==> src/rtl/muldiv_ctrl_pkg.sv <==
// Shared types for the multiply/divide sequencer: issue opcode, FSM states, helpers.
// Latency: n/a (types and pure functions only).
// Backpressure: n/a.
package pipTypes;

   typedef enum logic [2:0] {
      OP_NONE = 3'd0,
      OP_MUL  = 3'd1,
      OP_DIV  = 3'd2,
      OP_MADD = 3'd3,
      OP_MFHI = 3'd4,
      OP_MFLO = 3'd5,
      OP_MTHI = 3'd6,
      OP_MTLO = 3'd7
   } muldiv_op_t;

   typedef enum logic [2:0] {
      IDLE = 3'd0,
      MUL  = 3'd1,
      DIV  = 3'd2,
      FIX  = 3'd3,
      DONE = 3'd4
   } muldiv_state_t;

   // Magnitude of a 32-bit operand; unsigned operands are already magnitudes.
   function automatic logic [31:0] mag32(input logic [31:0] v, input logic uns);
      return (!uns && v[31]) ? -v : v;
   endfunction

   // Ops whose result becomes the new architectural HI/LO pair.
   function automatic logic writes_hilo(input muldiv_op_t op);
      return (op == OP_MUL) || (op == OP_MADD) || (op == OP_DIV) ||
             (op == OP_MTHI) || (op == OP_MTLO);
   endfunction

endpackage

==> src/rtl/muldiv_ctrl_div_iter.sv <==
// Restoring radix-2 unsigned divider, one quotient bit per cycle.
// Latency: DIV_CYCLES cycles after i_start; o_done marks the cycle whose edge retires the last bit.
// Backpressure: none; a new i_start restarts it, i_abort idles it.
module div_iter #(
   parameter int DIV_CYCLES = 32
)(
   input  logic        clock,
   input  logic        reset_n,
   input  logic        i_start,
   input  logic        i_abort,
   input  logic [31:0] i_dividend,
   input  logic [31:0] i_divisor,
   output logic [31:0] o_quot,
   output logic [31:0] o_rem,
   output logic        o_done
);
   localparam int            CW   = $clog2(DIV_CYCLES + 1);
   localparam logic [CW-1:0] LAST = CW'(DIV_CYCLES - 1);

   logic [31:0]   r_quot;
   logic [31:0]   r_rem;
   logic [31:0]   r_dvs;
   logic [CW-1:0] r_cnt;
   logic          r_busy;
   logic [32:0]   w_shift;
   logic [32:0]   w_diff;

   // Shift the next dividend bit into the partial remainder and trial-subtract.
   assign w_shift = {r_rem, r_quot[31]};
   assign w_diff  = w_shift - {1'b0, r_dvs};

   assign o_quot = r_quot;
   assign o_rem  = r_rem;
   assign o_done = r_busy && (r_cnt == LAST);

   // One iteration per cycle; the quotient shifts in where the dividend shifts out.
   always_ff @(posedge clock) begin
      if (!reset_n) begin
         r_quot <= '0;
         r_rem  <= '0;
         r_dvs  <= '0;
         r_cnt  <= '0;
         r_busy <= 1'b0;
      end else if (i_start) begin
         r_quot <= i_dividend;
         r_rem  <= '0;
         r_dvs  <= i_divisor;
         r_cnt  <= '0;
         r_busy <= 1'b1;
      end else if (i_abort) begin
         r_busy <= 1'b0;
      end else if (r_busy) begin
         r_quot <= {r_quot[30:0], ~w_diff[32]};
         r_rem  <= w_diff[32] ? w_shift[31:0] : w_diff[31:0];
         r_cnt  <= r_cnt + 1'b1;
         if (r_cnt == LAST) r_busy <= 1'b0;
      end
   end

endmodule

==> src/rtl/muldiv_ctrl.sv <==
// Multiply/divide sequencer owning HI/LO; one op in flight, result tagged with ROB index.
// Latency: MF*/MT* 1, MUL/MADD MUL_LATENCY, DIV DIV_CYCLES+2 (3 on early-out when MULDIV_EARLY_OUT_EN is defined).
// Backpressure: in_ready only in IDLE; result held in DONE until out_ready; flush aborts anywhere.
module muldiv_ctrl
   import pipTypes::*;
#(
   parameter int MUL_LATENCY = 2,
   parameter int DIV_CYCLES  = 32,
   parameter int ROB_IDX_W   = 4
)(
   input  logic                 clock,
   input  logic                 reset_n,
   input  logic                 flush,
   input  logic                 in_valid,
   output logic                 in_ready,
   input  muldiv_op_t           in_op,
   input  logic                 in_unsigned,
   input  logic [31:0]          in_a,
   input  logic [31:0]          in_b,
   input  logic [ROB_IDX_W-1:0] in_rob_idx,
   output logic                 out_valid,
   input  logic                 out_ready,
   output logic [ROB_IDX_W-1:0] out_rob_idx,
   output logic [31:0]          out_result_hi,
   output logic [31:0]          out_result_lo,
   output logic                 busy
);
   localparam int         PIPE_N   = (MUL_LATENCY > 1) ? MUL_LATENCY - 1 : 1;
   localparam logic [7:0] MUL_LAST = 8'((MUL_LATENCY > 1) ? MUL_LATENCY - 2 : 0);

   muldiv_state_t          r_state;
   muldiv_state_t          w_next;
   muldiv_op_t             r_op;
   logic [ROB_IDX_W-1:0]   r_rob;
   logic [31:0]            r_a;
   logic                   r_a_neg;
   logic                   r_b_neg;
   logic                   r_b_zero;
   logic [7:0]             r_mul_cnt;
   logic [63:0]            r_pipe [PIPE_N];
   logic [31:0]            r_hi;
   logic [31:0]            r_lo;
   logic [31:0]            r_res_hi;
   logic [31:0]            r_res_lo;
`ifdef MULDIV_EARLY_OUT_EN
   logic                   r_early;
   logic [31:0]            r_a_mag;
`endif

   logic                   w_accept;
   logic                   w_is_mul_op;
   logic [63:0]            w_a_ext;
   logic [63:0]            w_b_ext;
   logic [63:0]            w_prod;
   logic [63:0]            w_mul_src;
   logic                   w_mul_acc;
   logic [63:0]            w_mul_res;
   logic [31:0]            w_a_mag;
   logic [31:0]            w_b_mag;
   logic [31:0]            w_quot;
   logic [31:0]            w_rem;
   logic                   w_div_done;
   logic [31:0]            w_q_mag;
   logic [31:0]            w_r_mag;
   logic [31:0]            w_fix_hi;
   logic [31:0]            w_fix_lo;
   logic                   w_commit;

   assign in_ready      = (r_state == IDLE) & ~flush;
   assign w_accept      = in_valid & in_ready & (in_op != OP_NONE);
   assign w_is_mul_op   = (in_op == OP_MUL) || (in_op == OP_MADD);
   assign out_valid     = (r_state == DONE);
   assign busy          = (r_state != IDLE);
   assign out_rob_idx   = r_rob;
   assign out_result_hi = r_res_hi;
   assign out_result_lo = r_res_lo;
   assign w_commit      = out_valid & out_ready & ~flush & writes_hilo(r_op);

   // 64x64 product of extended operands; low 64 bits are exact for both signednesses.
   assign w_a_ext   = in_unsigned ? {32'b0, in_a} : {{32{in_a[31]}}, in_a};
   assign w_b_ext   = in_unsigned ? {32'b0, in_b} : {{32{in_b[31]}}, in_b};
   assign w_prod    = w_a_ext * w_b_ext;
   assign w_mul_src = (MUL_LATENCY == 1) ? w_prod : r_pipe[PIPE_N-1];
   assign w_mul_acc = (r_state == IDLE) ? (in_op == OP_MADD) : (r_op == OP_MADD);
   assign w_mul_res = w_mul_acc ? ({r_hi, r_lo} + w_mul_src) : w_mul_src;

   assign w_a_mag = mag32(in_a, in_unsigned);
   assign w_b_mag = mag32(in_b, in_unsigned);

   div_iter #(.DIV_CYCLES(DIV_CYCLES)) u_div_iter (
      .clock      (clock),
      .reset_n    (reset_n),
      .i_start    (w_accept && (in_op == OP_DIV)),
      .i_abort    (flush),
      .i_dividend (w_a_mag),
      .i_divisor  (w_b_mag),
      .o_quot     (w_quot),
      .o_rem      (w_rem),
      .o_done     (w_div_done)
   );

   // Sign-correct the divider magnitudes; divide-by-zero returns all-ones / dividend.
   always_comb begin
      w_q_mag = w_quot;
      w_r_mag = w_rem;
`ifdef MULDIV_EARLY_OUT_EN
      if (r_early) begin
         w_q_mag = '0;
         w_r_mag = r_a_mag;
      end
`endif
      if (r_b_zero) begin
         w_fix_lo = '1;
         w_fix_hi = r_a;
      end else begin
         w_fix_lo = (r_a_neg ^ r_b_neg) ? -w_q_mag : w_q_mag;
         w_fix_hi = r_a_neg ? -w_r_mag : w_r_mag;
      end
   end

   // State register.
   always_ff @(posedge clock) begin
      if (!reset_n) r_state <= IDLE;
      else          r_state <= w_next;
   end

   // Next-state logic; flush overrides everything and returns to IDLE.
   always_comb begin
      w_next = r_state;
      if (flush) begin
         w_next = IDLE;
      end else begin
         case (r_state)
            IDLE: if (w_accept) begin
               if (w_is_mul_op)          w_next = (MUL_LATENCY == 1) ? DONE : MUL;
               else if (in_op == OP_DIV) w_next = DIV;
               else                      w_next = DONE;
            end
            MUL:  if (r_mul_cnt == MUL_LAST) w_next = DONE;
`ifdef MULDIV_EARLY_OUT_EN
            DIV:  if (r_early || w_div_done) w_next = FIX;
`else
            DIV:  if (w_div_done) w_next = FIX;
`endif
            FIX:  w_next = DONE;
            DONE: if (out_ready) w_next = IDLE;
            default: w_next = IDLE;
         endcase
      end
   end

   // Operand capture, multiplier retiming stages and the held result register.
   always_ff @(posedge clock) begin
      if (!reset_n) begin
         r_op      <= OP_NONE;
         r_rob     <= '0;
         r_a       <= '0;
         r_a_neg   <= 1'b0;
         r_b_neg   <= 1'b0;
         r_b_zero  <= 1'b0;
         r_mul_cnt <= '0;
         r_res_hi  <= '0;
         r_res_lo  <= '0;
         for (int k = 0; k < PIPE_N; k++) r_pipe[k] <= '0;
`ifdef MULDIV_EARLY_OUT_EN
         r_early   <= 1'b0;
         r_a_mag   <= '0;
`endif
      end else begin
         for (int k = 1; k < PIPE_N; k++) r_pipe[k] <= r_pipe[k-1];
         if (w_accept) begin
            r_op      <= in_op;
            r_rob     <= in_rob_idx;
            r_a       <= in_a;
            r_a_neg   <= ~in_unsigned & in_a[31];
            r_b_neg   <= ~in_unsigned & in_b[31];
            r_b_zero  <= (in_b == 32'd0);
            r_mul_cnt <= '0;
            r_pipe[0] <= w_prod;
`ifdef MULDIV_EARLY_OUT_EN
            r_early   <= (in_b == 32'd0) || (w_a_mag < w_b_mag);
            r_a_mag   <= w_a_mag;
`endif
         end else if (r_state == MUL) begin
            r_mul_cnt <= r_mul_cnt + 1'b1;
         end
         if ((w_next == DONE) && (r_state != DONE)) begin
            if (r_state == FIX) begin
               {r_res_hi, r_res_lo} <= {w_fix_hi, w_fix_lo};
            end else if ((r_state == MUL) || w_is_mul_op) begin
               {r_res_hi, r_res_lo} <= w_mul_res;
            end else begin
               case (in_op)
                  OP_MFHI: {r_res_hi, r_res_lo} <= {32'd0, r_hi};
                  OP_MFLO: {r_res_hi, r_res_lo} <= {32'd0, r_lo};
                  OP_MTHI: {r_res_hi, r_res_lo} <= {in_a, r_lo};
                  OP_MTLO: {r_res_hi, r_res_lo} <= {r_hi, in_a};
                  default: {r_res_hi, r_res_lo} <= {r_res_hi, r_res_lo};
               endcase
            end
         end
      end
   end

   // Architectural HI/LO: updated only when the ROB takes a writing result.
   always_ff @(posedge clock) begin
      if (!reset_n) begin
         r_hi <= '0;
         r_lo <= '0;
      end else if (w_commit) begin
         r_hi <= r_res_hi;
         r_lo <= r_res_lo;
      end
   end

endmodule

==> config.mk <==
export PLATFORM = sky130hd
export DESIGN_NAME = muldiv_ctrl
export DESIGN_NICKNAME = d
export VERILOG_FILES = /design/src/rtl/muldiv_ctrl_pkg.sv /design/src/rtl/muldiv_ctrl_div_iter.sv /design/src/rtl/muldiv_ctrl.sv
export SDC_FILE = /design/constraint.sdc
export NUM_CORES = 2
export LEC_CHECK = 0
export CAP_MARGIN = 20
export CORE_UTILIZATION = 65
export DETAILED_ROUTE_END_ITERATION = 10
export GPL_ROUTABILITY_DRIVEN = 0
export PLACE_DENSITY = 0.83
export SLEW_MARGIN = 20
export SYNTH_ARGS = -nofsm -noshare
export SYNTH_HDL_FRONTEND = slang
export SYNTH_SLANG_ARGS = --single-unit
==> constraint.sdc <==
create_clock -name clock -period 27.7 [get_ports clock]
set_clock_uncertainty 0.2 [all_clocks]
set_input_delay 6.925 -clock clock [delete_from_list [all_inputs] [get_ports clock]]
set_output_delay 6.925 -clock clock [all_outputs]
set_load 0.01 [all_outputs]
-- Word level (Yosys, flattened, before mapping)
Memory sizes are Yosys's and may differ from the RTL's.
Index checks and enable logic that the tools add are counted.
Widths: inputs -> output; s select.
- bits in registers: 284
- bits in writable memories: 64
- input port bits: 77
- output and inout port bits: 71
- word-level logic and storage cells: 127
- memories: 1
- $add $sub $neg: 8
- $mul: 1
- equal/unequal tests: 20
- multiplexer cells: 38
- bitwise gates (word level): 13
- reduce and logical (&&, ||, !) cells: 29
- memories (memory ; depth ; bits a word ; read ports ; clocked after memory_dff ; write ports ; line ; source):
    r_pipe ; 1 ; 64 ; 1 ; 0 ; 1 ; muldiv_ctrl.sv:40 ; logic [63:0] r_pipe [PIPE_N];
- operators with widths (operator ; number):
    $mux 32 ; 14
    $mux 64 ; 4
    $pmux 32 s3 ; 2
    $neg 32->32 ; 4
    $add 64x64->64 ; 1
    $mul 64x64->64 ; 1
    $reduce_or 64->1 ; 1
    $sub 33x32->33 ; 1
    $logic_not 32->1 ; 1
    $eq 3x3->1 const B ; 8
    $mux 3 ; 7
    $eq 3x2->1 const B ; 6
    $pmux 3 s5 ; 1
    $mux 1 ; 10
    $reduce_bool 5->1 ; 2
    $eq 3x1->1 const B ; 3
    $add 8x1->8 const B ; 1
    $and 1x1->1 ; 8
    $logic_not 8->1 ; 1
    $reduce_and 2->1 ; 4
    $reduce_or 2->1 ; 4
    $add 6x1->6 const B ; 1
    $eq 6x5->1 const B ; 1
    $logic_or 1x1->1 ; 6
    other kinds (9) ; 17

-- Longest topological paths before layout
- depth after elaboration: 10
- depth in mapped cells: 39
- gate-level depth less buffers: 34

-- By module
Synthesis repeated with hierarchy kept, for this count alone.
- cells, all modules: 8336
- area, all modules: 72553.3 um2
- by module, submodules not included (module ; instances ; cells each ; area an instance (um2) ; seq. area each (um2)):
    muldiv_ctrl ; 1 ; 7544 ; 66317.4 ; 5545.3
    div_iter ; 1 ; 792 ; 6236.0 ; 2062.0

-- Worst setup path after synthesis
OpenSTA, ideal clock, no wires.
- path type: input-to-reg
- from: in in_a[31]
- to: mem r_pipe[0][63] (data pin)
- setup time: 0.266 ns
- data arrival time: 15.968 ns
- data required time: 27.234 ns
- slack: 11.266 ns
- stages: 33
- cells stage by stage: nor2b_1 -> clkbuf_1 -> clkbuf_1 -> clkbuf_1 -> clkbuf_1 -> nand2_1 -> fa_1 -> inv_1 -> fa_1 -> fa_1 -> inv_1 -> fa_1 -> inv_1 -> fa_1 -> fa_1 -> fa_1 -> fa_1 -> fa_1 -> inv_1 -> fa_1 -> inv_1 -> ha_1 -> a21o_1 -> a31o_2 -> a21oi_1 -> o21bai_1 -> a21o_1 -> a21oi_1 -> o21ai_0 -> a21o_1 -> a31oi_1 -> xnor2_1 -> nor2_1
- longest elaborated chain between the ends: 3
- ends and longest elaborated chain (item ; line ; source):
    start, declared ; muldiv_ctrl.sv:18 ; input logic [31:0] in_a,
    $mux 64 ; muldiv_ctrl.sv:80 ; assign w_a_ext = in_unsigned ? {32'b0, in_a} : {{32{in_a[31]}}, in_a};
    $mul 64x64->64 ; muldiv_ctrl.sv:82 ; assign w_prod = w_a_ext * w_b_ext;
    $mux 64 (no source line) ; n/a ;
    end, declared ; muldiv_ctrl.sv:40 ;
No other way between the ends.

-- Final worst setup path
- from: in in_unsigned
- to: mem r_pipe[0][63] (data pin)
- longest elaborated chain between the ends: 3
- elaborated cells between the ends (all ways): 4
- ends and longest elaborated chain (item ; line ; source):
    start, declared ; muldiv_ctrl.sv:17 ; input logic in_unsigned,
    $mux 64 (on tied branches) ; muldiv_ctrl.sv:80, muldiv_ctrl.sv:81 ;
    $mul 64x64->64 (*) ; muldiv_ctrl.sv:82 ;
    $mux 64 (no source line) (*) ; n/a ;
Every way passes the cells marked *; elsewhere a longest branch is shown, timed or not.

==> run_summary.xml <==
<?xml version="1.0" encoding="UTF-8"?>
<metrics>
  <group name="outcome">
    <metric name="outcome" unit="">completed</metric>
  </group>
  <group name="placement">
    <metric name="dpl_worst_slack" unit="ps">10000</metric>
    <metric name="place.detailed.hpwl" unit="microns">172000</metric>
    <metric name="port-buffer-count" unit="">147</metric>
  </group>
  <group name="synth">
    <metric name="synth_edf_count" unit="">64</metric>
    <metric name="yosysUniqueCellTypes" unit="">86</metric>
    <metric name="postSynthRegisterBits" unit="">348</metric>
    <metric name="syn_area_per_cell" unit="sq um">8.78</metric>
    <metric name="ys_async_sr_fraction" unit="%">0</metric>
    <metric name="synth.yosys.seq_area_share" unit="%">10.6</metric>
    <metric name="ys_top_cells_by_area" unit="">sky130_fd_sc_hd__fa_1 (40%), sky130_fd_sc_hd__inv_1 (8.3%), sky130_fd_sc_hd__dfxtp_1 (7.9%)</metric>
    <metric name="yosysWarningCount" unit="">0</metric>
    <metric name="synth_top_area_share" unit="%">39.6</metric>
    <metric name="ys_dominant_reg_cell" unit="">sky130_fd_sc_hd__dfxtp_1</metric>
    <metric name="yosysTopAreaCell" unit="">sky130_fd_sc_hd__fa_1</metric>
    <metric name="post_synth_inst_count" unit="">8183</metric>
    <metric name="mappedNetlistNets" unit="">10095</metric>
    <metric name="syn_area" unit="sq um">71800</metric>
  </group>
  <group name="min_path">
    <metric name="holdCritStartpoint" unit="">out_rob_idx[1]</metric>
    <metric name="hold_end" unit="">out_rob_idx[1]</metric>
    <metric name="min_delay_worst_type" unit="">reg2reg</metric>
    <metric name="hold_path_depth" unit="">2</metric>
  </group>
  <group name="global_routing">
    <metric name="antenna_found_initial" unit="">9</metric>
    <metric name="first_global_vias" unit="">62978</metric>
    <metric name="busiest_layer" unit="">met2</metric>
    <metric name="grt_use_met3" unit="%">12.2</metric>
    <metric name="sum_of_overflow_across_all_layers_after_global_routing" unit="">0</metric>
    <metric name="first_pass_grt_wire_length" unit="microns">355000</metric>
    <metric name="maximum_number_of_pins_on_one_net_before_global_route_repair" unit="">92</metric>
    <metric name="grtUsageMet2" unit="%">64.9</metric>
    <metric name="groute.layer.met1.usage" unit="%">49.9</metric>
    <metric name="grt_util_all_layers" unit="%">41.7</metric>
  </group>
  <group name="clock_tree">
    <metric name="clk-insertion-delay-late" unit="ps">600</metric>
    <metric name="clock_sinks" unit="">348</metric>
    <metric name="tritoncts_clock_tree" unit="">built</metric>
    <metric name="total_setup_buffers_inserted_after_cts" unit="">0</metric>
    <metric name="numCtsBuffers" unit="">39</metric>
    <metric name="postCtsHoldBufs" unit="">0</metric>
    <metric name="post_cts_resized" unit="">0</metric>
    <metric name="clock_tree.htree_level_count" unit="">2</metric>
    <metric name="cts-root-to-sink-buffers" unit="">3</metric>
    <metric name="clock-root-buffer" unit="">sky130_fd_sc_hd__clkbuf_16</metric>
    <metric name="clk_pin_slew_worst_paths" unit="ps">60</metric>
  </group>
  <group name="final_layout">
    <metric name="most-common-layout-cells" unit="">sky130_fd_sc_hd__inv_1 (1585), sky130_fd_sc_hd__fa_1 (1421), sky130_fd_sc_hd__nand2_1 (1037)</metric>
    <metric name="multi_input_comb_area" unit="sq um">56400</metric>
    <metric name="fin_util" unit="%">69.1</metric>
    <metric name="layout_commonest_cell" unit="">sky130_fd_sc_hd__inv_1</metric>
    <metric name="area.growth.synth_to_final" unit="%">4.95</metric>
    <metric name="number_of_nets_in_the_finished_design" unit="">9880</metric>
    <metric name="register_area" unit="sq um">7610</metric>
    <metric name="fillcell_total" unit="">8082</metric>
    <metric name="post_route_cells_drive_above_1_share" unit="%">3.71</metric>
  </group>
  <group name="routing">
    <metric name="mean_number_of_vias_per_cell" unit="">6.27</metric>
    <metric name="routed_wirelength" unit="microns">228000</metric>
    <metric name="dr_total_vias" unit="">59454</metric>
    <metric name="drt_iter0_markers" unit="">6675</metric>
    <metric name="antenna_violating_nets_post_route" unit="">0</metric>
    <metric name="first_pass_iters" unit="">7</metric>
    <metric name="drt-wirelength-per-cell" unit="microns">24.0</metric>
    <metric name="drc" unit="">0</metric>
  </group>
  <group name="critical_path">
    <metric name="worst-endpoint-required" unit="ps">27830</metric>
    <metric name="worst_setup_path_startpoint" unit="">in_unsigned</metric>
    <metric name="top_cell_by_count_worst_path" unit="">sky130_fd_sc_hd__fa_1</metric>
    <metric name="worst_r2r_path_depth" unit="">14</metric>
    <metric name="critical-path-max-stage-delay" unit="ps">850</metric>
    <metric name="worstReg2RegEnd" unit="">out_result_hi[12]</metric>
    <metric name="cp-end-kind" unit="">flop</metric>
    <metric name="arrival" unit="ps">17360</metric>
    <metric name="kind_of_start_point_of_the_critical_path" unit="">input port</metric>
    <metric name="r2r_start" unit="">r_pipe[0][0]</metric>
    <metric name="setup.reg_to_reg.worst_slack" unit="ps">22890</metric>
    <metric name="cp_max_delay_cell" unit="">sky130_fd_sc_hd__fa_1</metric>
    <metric name="path_class" unit="">in2reg</metric>
    <metric name="path_max_fanout" unit="">40</metric>
  </group>
  <group name="floorplan">
    <metric name="die-area" unit="sq um">112000</metric>
    <metric name="io-pin-count" unit="">148</metric>
    <metric name="placement_rows" unit="">121</metric>
    <metric name="core" unit="sq um">109000</metric>
    <metric name="initial_standard_cell_utilization_of_the_core" unit="%">65.8</metric>
    <metric name="floorplan.die.height" unit="microns">334</metric>
    <metric name="die_w" unit="microns">334</metric>
  </group>
  <group name="sta">
    <metric name="slew_headroom" unit="%">13.6</metric>
    <metric name="slew_viol_final" unit="">0</metric>
    <metric name="tightestPinTransition" unit="ps">1300</metric>
    <metric name="rsz0062_at_grt" unit="">false</metric>
    <metric name="layout_worst_path_cycle_share" unit="%">62.2</metric>
    <metric name="finalSetupViolations" unit="">0</metric>
    <metric name="period_minus_slack" unit="ps">17240</metric>
    <metric name="hold_viol_final" unit="">0</metric>
    <metric name="max_clock_freq" unit="MHz">58.0</metric>
    <metric name="setup_total_negative_slack" unit="ps">0</metric>
    <metric name="fin_ws" unit="ps">10460</metric>
  </group>
  <group name="run">
    <metric name="maxCapViolCount" unit="">0</metric>
  </group>
</metrics>
## per-layer routing
metal  wire length, microns  up-vias  part of all wire, %
li1                       -    24928                    -
met3                  30400     1164                   13
met5                     47        -                0.021
met2                 101000     4022                   44
met1                  77000    29332                   34
met4                  19600        8                  8.6
## worst max-delay path by stage
stage          cells past startpoint       endpoint  slack, ps
2_1_floorplan                     33  r_pipe[0][63]      11270
4_1_cts                           32  r_pipe[0][63]      10590
6_report                          32  r_pipe[0][63]      10460
3_3_place_gp                      29  r_pipe[0][55]      10230
3_5_place_dp                      32  r_pipe[0][63]      10000
5_1_grt                           32  r_pipe[0][63]      10070
## per-stage QoR
stage	std cells	hold WS [ps]	instance area, sq um
floorplan	8183	239	71800
global placement	9402	250	73900
detailed placement	9402	258	73900
CTS	9474	266	75400
global route	9475	286	75400
finish	9480	264	75400
## worst max-delay path, delay by kind of cell
family,cells,cell delay [ps]
and+or+nand+nor,3,440
adders and majority gates,11,6270
xor gates and xnor gates,1,150
AOI/OAI and AO/OA,9,1630
buffers and inverters,8,1920
## synthesized netlist by cell type, drive strengths merged, types with 45 or more instances
master     n
a21o     121
edfxtp    64
a211oi    45
ha       414
inv     1585
xnor2    188
nor3      88
xor2     127
o21ai    232
o211a     59
buf       58
a21boi   131
and2     609
nand2   1039
clkbuf   456
nand4     45
nand3     79
fa      1421
dfxtp    284
a221oi    56
a21oi    285
nor2     266
## area by class of cell
cell class              instances  area share [%]
diodes                          5          0.0166
well taps                    1476            2.45
multi-input cells            5736            74.9
clock buffers                  51            1.49
repair buffers                258            2.82
inverters                    1585            7.89
clock inverters                21           0.378
flip-flops and latches        348            10.1
## flip-flops by register name, summed over array words and instances (netlist names), 3 cells and up
| signal | count |
|---|---|
| out_rob_idx | 4 |
| r_mul_cnt | 8 |
| u_div_iter.r_dvs | 32 |
| r_pipe | 64 |
| u_div_iter.r_cnt | 6 |
| out_result_hi | 32 |
| r_state | 3 |
| r_op | 3 |
| r_hi | 32 |
| r_a | 32 |
| u_div_iter.o_quot | 32 |
| r_lo | 32 |
| out_result_lo | 32 |
| u_div_iter.o_rem | 32 |
## cells by family after synthesis
logic type / after synthesis / share of synthesized area (%)
and+or+nand+nor: 2293 / 15.3
AOI/OAI and AO/OA: 1251 / 11.9
adders and majority gates: 1837 / 46.8
buffers and inverters: 2099 / 11.0
xor gates and xnor gates: 315 / 3.84
muxes: 40 / 0.606
DFF: 348 / 10.6
Power is not shown: default switching activity piles up to over one toggle a cycle in this logic, so the estimate is an artifact.
